### src/rtl/mips_mc_ctrl.sv
// ---------------------------------------------------------------------------
// mips_mc_ctrl
// Multicycle control FSM for the MIPS datapath. It sequences the shared ALU,
// memory port, register file and PC through fetch, decode, execute, memory
// and writeback. It decodes opcode/funct into the 4-bit ALU operation code and
// uses the ALU zero flag to resolve branches. Memory accesses wait on
// mem_ready.
//
// Optional feature macro: MIPS_MC_CTRL_BNE_EN
//   defined     -> opcode 000101 (bne) is executed through BRANCH
//   not defined -> opcode 000101 is treated as illegal
//
// Ports
//   clk        in   rising-edge clock
//   rst_n      in   asynchronous active-low reset
//   opcode     in   IR[31:26], held stable after ir_write
//   funct      in   IR[5:0]
//   zero       in   ALU zero flag
//   mem_ready  in   memory completes the current access this cycle
//   mem_read   out  memory read strobe
//   mem_write  out  memory write strobe
//   i_or_d     out  0 = PC address, 1 = ALUOut address
//   ir_write   out  load IR
//   pc_en      out  load PC
//   pc_source  out  00 ALU result, 01 ALUOut, 10 jump target
//   alu_src_a  out  0 = PC, 1 = reg A
//   alu_src_b  out  00 reg B, 01 const 4, 10 imm, 11 imm<<2
//   aluCode    out  0010 add, 0110 sub, 0000 and, 0001 or, 0111 slt
//   reg_write  out  register file write enable
//   reg_dst    out  0 = rt, 1 = rd
//   mem_to_reg out  0 = ALUOut, 1 = memory data
//   retire     out  one-cycle pulse in the final state of a legal instruction
//   illegal    out  sticky flag, cleared only by reset
//   state      out  current state encoding (debug)
// ---------------------------------------------------------------------------
module mips_mc_ctrl (
    input  logic       clk,
    input  logic       rst_n,
    input  logic [5:0] opcode,
    input  logic [5:0] funct,
    input  logic       zero,
    input  logic       mem_ready,
    output logic       mem_read,
    output logic       mem_write,
    output logic       i_or_d,
    output logic       ir_write,
    output logic       pc_en,
    output logic [1:0] pc_source,
    output logic       alu_src_a,
    output logic [1:0] alu_src_b,
    output logic [3:0] aluCode,
    output logic       reg_write,
    output logic       reg_dst,
    output logic       mem_to_reg,
    output logic       retire,
    output logic       illegal,
    output logic [3:0] state
);

    typedef enum logic [3:0] {
        S_FETCH    = 4'd0,
        S_DECODE   = 4'd1,
        S_MEM_ADDR = 4'd2,
        S_MEM_RD   = 4'd3,
        S_MEM_WB   = 4'd4,
        S_MEM_WR   = 4'd5,
        S_EXEC     = 4'd6,
        S_R_WB     = 4'd7,
        S_BRANCH   = 4'd8,
        S_JUMP     = 4'd9,
        S_ADDI_EX  = 4'd10,
        S_ADDI_WB  = 4'd11
    } state_t;

    localparam logic [5:0] OP_RTYPE = 6'b000000;
    localparam logic [5:0] OP_LW    = 6'b100011;
    localparam logic [5:0] OP_SW    = 6'b101011;
    localparam logic [5:0] OP_BEQ   = 6'b000100;
    localparam logic [5:0] OP_J     = 6'b000010;
    localparam logic [5:0] OP_ADDI  = 6'b001000;
`ifdef MIPS_MC_CTRL_BNE_EN
    localparam logic [5:0] OP_BNE   = 6'b000101;
`endif

    localparam logic [3:0] ALU_ADD = 4'b0010;
    localparam logic [3:0] ALU_SUB = 4'b0110;
    localparam logic [3:0] ALU_AND = 4'b0000;
    localparam logic [3:0] ALU_OR  = 4'b0001;
    localparam logic [3:0] ALU_SLT = 4'b0111;

    state_t state_q, state_d;
    logic   illegal_q, illegal_d;

    // Ungated decode of the current state; gated by rst_n at the ports.
    logic       mem_read_c, mem_write_c, i_or_d_c, ir_write_c, pc_en_c;
    logic [1:0] pc_source_c, alu_src_b_c;
    logic       alu_src_a_c, reg_write_c, reg_dst_c, mem_to_reg_c, retire_c;
    logic [3:0] alu_code_c;

    always_ff @(posedge clk or negedge rst_n) begin
        if (!rst_n) begin
            state_q   <= S_FETCH;
            illegal_q <= 1'b0;
        end else begin
            state_q   <= state_d;
            illegal_q <= illegal_d;
        end
    end

    always_comb begin
        state_d      = state_q;
        illegal_d    = illegal_q;
        mem_read_c   = 1'b0;
        mem_write_c  = 1'b0;
        i_or_d_c     = 1'b0;
        ir_write_c   = 1'b0;
        pc_en_c      = 1'b0;
        pc_source_c  = 2'b00;
        alu_src_a_c  = 1'b0;
        alu_src_b_c  = 2'b00;
        alu_code_c   = ALU_ADD;
        reg_write_c  = 1'b0;
        reg_dst_c    = 1'b0;
        mem_to_reg_c = 1'b0;
        retire_c     = 1'b0;

        unique case (state_q)
            S_FETCH: begin
                // PC+4 is computed every cycle but only latched when the
                // instruction word actually arrives.
                mem_read_c  = 1'b1;
                alu_src_b_c = 2'b01;
                ir_write_c  = mem_ready;
                pc_en_c     = mem_ready;
                if (mem_ready) state_d = S_DECODE;
            end
            S_DECODE: begin
                // Branch target is computed speculatively into ALUOut.
                alu_src_b_c = 2'b11;
                unique case (opcode)
                    OP_RTYPE:      state_d = S_EXEC;
                    OP_LW, OP_SW:  state_d = S_MEM_ADDR;
                    OP_BEQ:        state_d = S_BRANCH;
`ifdef MIPS_MC_CTRL_BNE_EN
                    OP_BNE:        state_d = S_BRANCH;
`endif
                    OP_J:          state_d = S_JUMP;
                    OP_ADDI:       state_d = S_ADDI_EX;
                    default: begin
                        illegal_d = 1'b1;
                        state_d   = S_FETCH;
                    end
                endcase
            end
            S_MEM_ADDR: begin
                alu_src_a_c = 1'b1;
                alu_src_b_c = 2'b10;
                state_d     = (opcode == OP_SW) ? S_MEM_WR : S_MEM_RD;
            end
            S_MEM_RD: begin
                i_or_d_c   = 1'b1;
                mem_read_c = 1'b1;
                if (mem_ready) state_d = S_MEM_WB;
            end
            S_MEM_WB: begin
                reg_write_c  = 1'b1;
                mem_to_reg_c = 1'b1;
                retire_c     = 1'b1;
                state_d      = S_FETCH;
            end
            S_MEM_WR: begin
                // A store retires in the cycle its write completes.
                i_or_d_c    = 1'b1;
                mem_write_c = 1'b1;
                if (mem_ready) begin
                    retire_c = 1'b1;
                    state_d  = S_FETCH;
                end
            end
            S_EXEC: begin
                alu_src_a_c = 1'b1;
                state_d     = S_R_WB;
                unique case (funct)
                    6'b100000: alu_code_c = ALU_ADD;
                    6'b100010: alu_code_c = ALU_SUB;
                    6'b100100: alu_code_c = ALU_AND;
                    6'b100101: alu_code_c = ALU_OR;
                    6'b101010: alu_code_c = ALU_SLT;
                    default: begin
                        illegal_d = 1'b1;
                        state_d   = S_FETCH;
                    end
                endcase
            end
            S_R_WB: begin
                reg_write_c = 1'b1;
                reg_dst_c   = 1'b1;
                retire_c    = 1'b1;
                state_d     = S_FETCH;
            end
            S_BRANCH: begin
                alu_src_a_c = 1'b1;
                alu_code_c  = ALU_SUB;
                pc_source_c = 2'b01;
                retire_c    = 1'b1;
                state_d     = S_FETCH;
`ifdef MIPS_MC_CTRL_BNE_EN
                pc_en_c     = (opcode == OP_BNE) ? ~zero : zero;
`else
                pc_en_c     = zero;
`endif
            end
            S_JUMP: begin
                pc_source_c = 2'b10;
                pc_en_c     = 1'b1;
                retire_c    = 1'b1;
                state_d     = S_FETCH;
            end
            S_ADDI_EX: begin
                alu_src_a_c = 1'b1;
                alu_src_b_c = 2'b10;
                state_d     = S_ADDI_WB;
            end
            S_ADDI_WB: begin
                reg_write_c = 1'b1;
                retire_c    = 1'b1;
                state_d     = S_FETCH;
            end
            default: begin
                state_d = S_FETCH;
            end
        endcase
    end

    // While reset is held every control line is forced inactive so a
    // memory access in flight is dropped immediately.
    assign mem_read   = rst_n & mem_read_c;
    assign mem_write  = rst_n & mem_write_c;
    assign i_or_d     = rst_n & i_or_d_c;
    assign ir_write   = rst_n & ir_write_c;
    assign pc_en      = rst_n & pc_en_c;
    assign pc_source  = rst_n ? pc_source_c : 2'b00;
    assign alu_src_a  = rst_n & alu_src_a_c;
    assign alu_src_b  = rst_n ? alu_src_b_c : 2'b00;
    assign aluCode    = rst_n ? alu_code_c : ALU_ADD;
    assign reg_write  = rst_n & reg_write_c;
    assign reg_dst    = rst_n & reg_dst_c;
    assign mem_to_reg = rst_n & mem_to_reg_c;
    assign retire     = rst_n & retire_c;
    assign illegal    = illegal_q;
    assign state      = state_q;

endmodule

### config.mk
export PLATFORM = sky130hd
export DESIGN_NAME = mips_mc_ctrl
export DESIGN_NICKNAME = d
export VERILOG_FILES = /design/src/rtl/mips_mc_ctrl.sv
export SDC_FILE = /design/constraint.sdc
export NUM_CORES = 1
export LEC_CHECK = 0
export BUFFER_PORTS_ARGS = -buffer_cell sky130_fd_sc_hd__buf_2
export CELL_PAD_IN_SITES_DETAIL_PLACEMENT = 2
export CELL_PAD_IN_SITES_GLOBAL_PLACEMENT = 2
export CORE_ASPECT_RATIO = 1.25
export CORE_MARGIN = 10
export CORE_UTILIZATION = 21
export DETAILED_ROUTE_END_ITERATION = 6
export HOLD_SLACK_MARGIN = 0.05
export PLACE_DENSITY_LB_ADDON = 0.25
export SETUP_SLACK_MARGIN = 0.05
export SLEW_MARGIN = 20
export SYNTH_ARGS = -nofsm -noshare
export SYNTH_HDL_FRONTEND = slang
export SYNTH_SLANG_ARGS = --single-unit
### constraint.sdc
create_clock -name clk -period 2 [get_ports clk]
set_clock_uncertainty 0.15 [all_clocks]
set_input_delay 0.4 -clock clk [delete_from_list [all_inputs] [get_ports clk]]
set_output_delay 0.4 -clock clk [all_outputs]
set_load 0.01 [all_outputs]
## After elaboration in Yosys (flattened, before gate mapping)

Index checks and enable logic that the tools add are counted.

- Output and inout bits: 23
- Register bits after elaboration: 5
- Input port bits: 16

- Equal/unequal tests: 26
- Reductions and logical operators: 14
- Mux-type cells: 28
- Bitwise operators: 10

Operators with widths:

| operator | count |
|---|---|
| 6-bit == test (second input constant) | 7 |
| 4-bit case mux with 7 select lines | 1 |
| 4-bit case mux with 5 select lines | 1 |
| 4-bit by 3-bit == test with 1-bit output (second input constant) | 4 |
| 4-bit == test (second input constant) | 4 |
| 4-bit 2-to-1 mux | 4 |
| 3-bit case mux with 4 select lines | 1 |
| 1-bit 2-to-1 mux | 11 |
| 1-bit AND | 10 |
| 2-bit != test (second input constant) | 5 |
| 5-bit OR reduction | 2 |
| 4-bit by 2-bit == test with 1-bit output (second input constant) | 2 |
| 2-bit OR reduction | 4 |
| 6-bit by 2-bit == test with 1-bit output (second input constant) | 1 |
| 6-bit by 3-bit == test with 1-bit output (second input constant) | 1 |
| 6-bit by 4-bit == test with 1-bit output (second input constant) | 1 |
| 6-bit logical NOT | 1 |
| 3-bit 2-to-1 mux | 2 |
| 2-bit case mux with 3 select lines | 1 |
| 3-bit case mux with 2 select lines | 1 |
| 3-bit AND reduction | 2 |
| 6-bit OR reduction | 1 |
| 4-bit by 1-bit == test with 1-bit output (second input constant) | 1 |
| 4-bit logical NOT | 1 |
| 7 further kinds | 9 |

## Longest topological paths before layout

- Depth after elaboration: 4
- Depth in mapped cells: 6
- Mapped depth without buffers: 4

## Least setup slack after synthesis

OpenSTA, ideal clock, no wires.

- Path type: flip-flop to output port
- Start point: register state_q[2], in the netlist state[2]
- End point: output port aluCode[2]
- Setup slack: 0.104 ns
- Data arrival time: 1.346 ns
- Required time: 1.450 ns
- Buffers on the path: 1
- Stages on the path, launching flop included: 5
- Cells stage by stage: dfrtp_1 > buf_2 > nand2b_1 > nor3_1 > a31o_2

- Word-level cells in the longest chain between the ends: 3
- Elaborated cells on any way between the ends: 4
- Those cells by class: eq/ne (2); mux (2)

RTL lines:

| element | line | text |
|---|---|---|
| from (decl) | 91 | `state_t state_q, state_d;` |
| from (signal assigned) | 105 | `state_q <= state_d;` |
| 4-bit == test or 4-bit by 3-bit == test with 1-bit output (tied branches) | 127 | `unique case (state_q)` |
| 3-bit case mux with 2 select lines (*) | 127 |  |
| 4-bit 2-to-1 mux (*) | 245 | `assign aluCode = rst_n ? alu_code_c : ALU_ADD;` |
| to (decl) | 51 | `output logic [3:0] aluCode,` |

Every way passes the cells marked *; elsewhere a longest branch is shown, timed or not.

## Worst setup path after layout

- Start point: register state_q[3], in the netlist state[3]
- End point: output port aluCode[0]

Same word-level chain as after synthesis.

==> results.py <==
metrics = {
    "floorplanning": {
        "die_h_um": 83.5,
        "rows": 23,
        "start_util_pct": 21.4,
        "design.core.area_um2": 3170,
        "dieWidth_um": 70.8,
        "dieArea_um2": 5910,
        "io_pins": 39,
    },
    "route": {
        "drc_errors": 0,
        "wl_met3_um": 133,
        "num_vias": 920,
        "vias_per_cell": 5.05,
        "highest_layer": "met4",
        "drt-met1-wl_um": 1210,
        "drtIter0Drc": 34,
        "wl_met2_um": 1760,
        "routedWlPerCell_um": 17.4,
        "wl_um": 3170,
        "antenna_left": 0,
        "dr.pass1.iters": 4,
    },
    "placed_design": {
        "portBuffers": 37,
        "dp_hpwl_um": 2570,
        "place_ws_ns": 0.121,
        "place_congestion": 0.780,
        "dp.cells": 172,
        "place_area_um2": 952,
    },
    "logic_synthesis": {
        "async_reset_ff_share_pct": 100,
        "synth-edff-count": 0,
        "synth_area_um2": 677,
        "ys_ff_latch": 5,
        "ys_top_cells_by_area": "dfrtp_1 18%, nor3_1 8.9%, nand2_1 6.1%",
        "synth_compound_area_share_pct": 22.6,
        "synth_cell_types": 36,
        "syn-num-nets": 110,
        "netlist_instances": 94,
        "netlist.area_leader.share_pct": 18.5,
        "post_synth.cell_area_avg_um2": 7.20,
        "synth_top_family_by_area": "simple AND/OR/NAND/NOR gates",
        "synth_top_area_cell": "dfrtp_1",
        "synth-adder-area-share_pct": 0,
        "muxShareOfSynthArea_pct": 2.96,
        "ys_seq_area_share_pct": 18.5,
        "synth_warnings": 0,
        "synth-simple-area-share_pct": 45.5,
        "synth-xor-area-share_pct": 2.59,
        "synthFlopType": "dfrtp_1",
    },
    "setup_path": {
        "path_delay_family": "simple AND/OR/NAND/NOR gates",
        "cpPeakStageDelay_ns": 0.38,
        "path_class": "reg2out",
        "critPathBufInv": 1,
        "cp_max_fo": 4,
        "r2r_cells": 6,
        "critPathSlowestCell": "dfrtp_1",
        "cp.depth": 5,
        "startpoint_type": "flip-flop",
        "crit_chain": "nand2b_4, nor4b_4, nand2_1, nor2_1, buf_2",
        "crit_arrival_ns": 1.45,
        "cp.required_ns": 1.45,
        "end_kind": "output port",
    },
    "global_route": {
        "grt_usage_pct": 10.7,
        "antenna_found_initial": 0,
        "grt_overflow": 0,
        "grt_max_degree": 13,
        "grt_pass1_wl_um": 5260,
        "grt_pass1_vias": 1034,
    },
    "min_path": {
        "hp-class": "in2async",
    },
    "pwr": {
        "p_sw_share_pct": 42.6,
        "peakVddDrop_mv": 0.311,
        "p_leak_nw": 0.520,
        "power_density_nw_per_um2": 867,
        "switching_power_w": 0.000413,
        "internal_power_w": 0.000557,
        "p_clk_share_pct": 19.5,
        "p_comb_share_pct": 64.8,
        "seqPwrFrac_pct": 15.7,
    },
    "layout": {
        "postLayoutCellArea_um2": 1120,
        "fin_nets": 162,
        "n_fill_cell": 392,
        "layout_commonest_cell": "buf_2",
        "final_cell_count_no_fill": 182,
        "final_cell_mix": "36 x buf_2, 14 x buf_4, 10 x nand2_1",
        "area_delta_synth_final_pct": 65.2,
        "antenna_cells": 0,
        "final_layout_size_suffix_gt1_share_pct": 49.0,
    },
    "timing": {
        "period_share_pct": 99.9,
        "hold_viol_final": 0,
        "min_period_ns": 2.00,
        "rsz0062_at_grt": "true",
        "slew_violations": 0,
        "hold_slack_ns": 0.0675,
        "fmax_ghz": 0.500,
        "setup_violations": 0,
        "worst_slack_ns": 0.00170,
        "tns_ns": 0,
    },
    "clock_network": {
        "clk_pin_slew_ns": 0.04,
        "cts_made_buffers": 3,
        "cts.sinks": 5,
        "clock_latency_ns": 0.22,
        "cts_tree": "built",
        "cts_root_buf": "clkbuf_8",
        "htreeDepth": 1,
        "cts_buffer_depth": 2,
    },
    "run_status": {
        "status": "complete, no violations",
    },
    "run": {
        "drv_cap": 0,
    },
}
-- layout make-up --
type	count	area (um^2)	share of cell area, %
repair buffers	55	349	31.2
well taps	37	46.3	4.14
multi-input cells	80	547	48.9
flip-flops and latches	5	128	11.4
clock buffers	4	45.0	4.03
inverters	1	3.75	0.336
-- final timing paths --
check / startpoint / endpoint / slack [ns]
worst max-delay path: state[3] / aluCode[0] / 0.002
worst min-delay path: rst_n / state[2] / 0.07
worst max register to register: state[3] / illegal / 0.15
worst min register to register: illegal / illegal / 0.34
max in group asynchronous: rst_n / illegal / 1.13
min in group clk: illegal / illegal / 0.34
-- power by group through the flow --
| stage | clock (W) | combinational (W) | sequential (W) |
|---|---|---|---|
| floorplan | 0 | 0.000300 | 0.000151 |
| global placement | 0 | 0.000530 | 0.000150 |
| detailed placement | 0 | 0.000541 | 0.000153 |
| CTS | 0.000193 | 0.000615 | 0.000151 |
| global route | 0.000200 | 0.000691 | 0.000158 |
| finish | 0.000189 | 0.000629 | 0.000152 |
-- per-layer routing --
layer / track usage, % / vias to the layer above
li1: - / 446
met1: 10.9 / 447
met2: 20.4 / 22
met3: 1.43 / 5
met4: 5.29 / 0
met5: 0 / -
-- cells by family (layout without fill, tap and decap cells) --
family / Yosys count / after routing
xor+xnor: 2 / 2
mux: 2 / 2
flops: 5 / 5
simple gates: 54 / 54
buf+inv: 9 / 60
other cells: 1 / 1
compound gates: 21 / 21
-- sequential cells by signal (all words and copies together), names as in the netlist --
signal,flops
illegal,1
state,4
-- through the flow --
step / utilization, % / total power, W
2_1_floorplan: - / 0.000451
4_1_cts: 34.2 / 0.000959
6_report: 35.3 / 0.000970
3_3_place_gp: 30.1 / 0.000680
5_1_grt: 35.3 / 0.00105
3_5_place_dp: 30.1 / 0.000695
-- cell usage after synthesis, drive strengths merged (2+ instances only) --
cell type and n:
a21oi 3, nor2b 2, o21a 3, o21ai 2, nor3b 3, mux2i 2
buf 4, nand2b 8, xnor2 2, o221ai 3, clkbuf 4, nor3 12
a31oi 2, dfrtp 5, o2111ai 2, nand2 11, nor2 9, nand3 4
-- repair_timing --
| action | in CTS | in global routing |
|---|---|---|
| setup buffers | 4 | 1 |
| resized for setup | 8 | 8 |
| endpoints found under the hold margin | 1 | 0 |
| pin swaps | 4 | 4 |
| endpoints found under the setup margin | 9 | 11 |
| hold buffers | 1 | 0 |
Note: power is estimated with default switching activity, not from simulation.
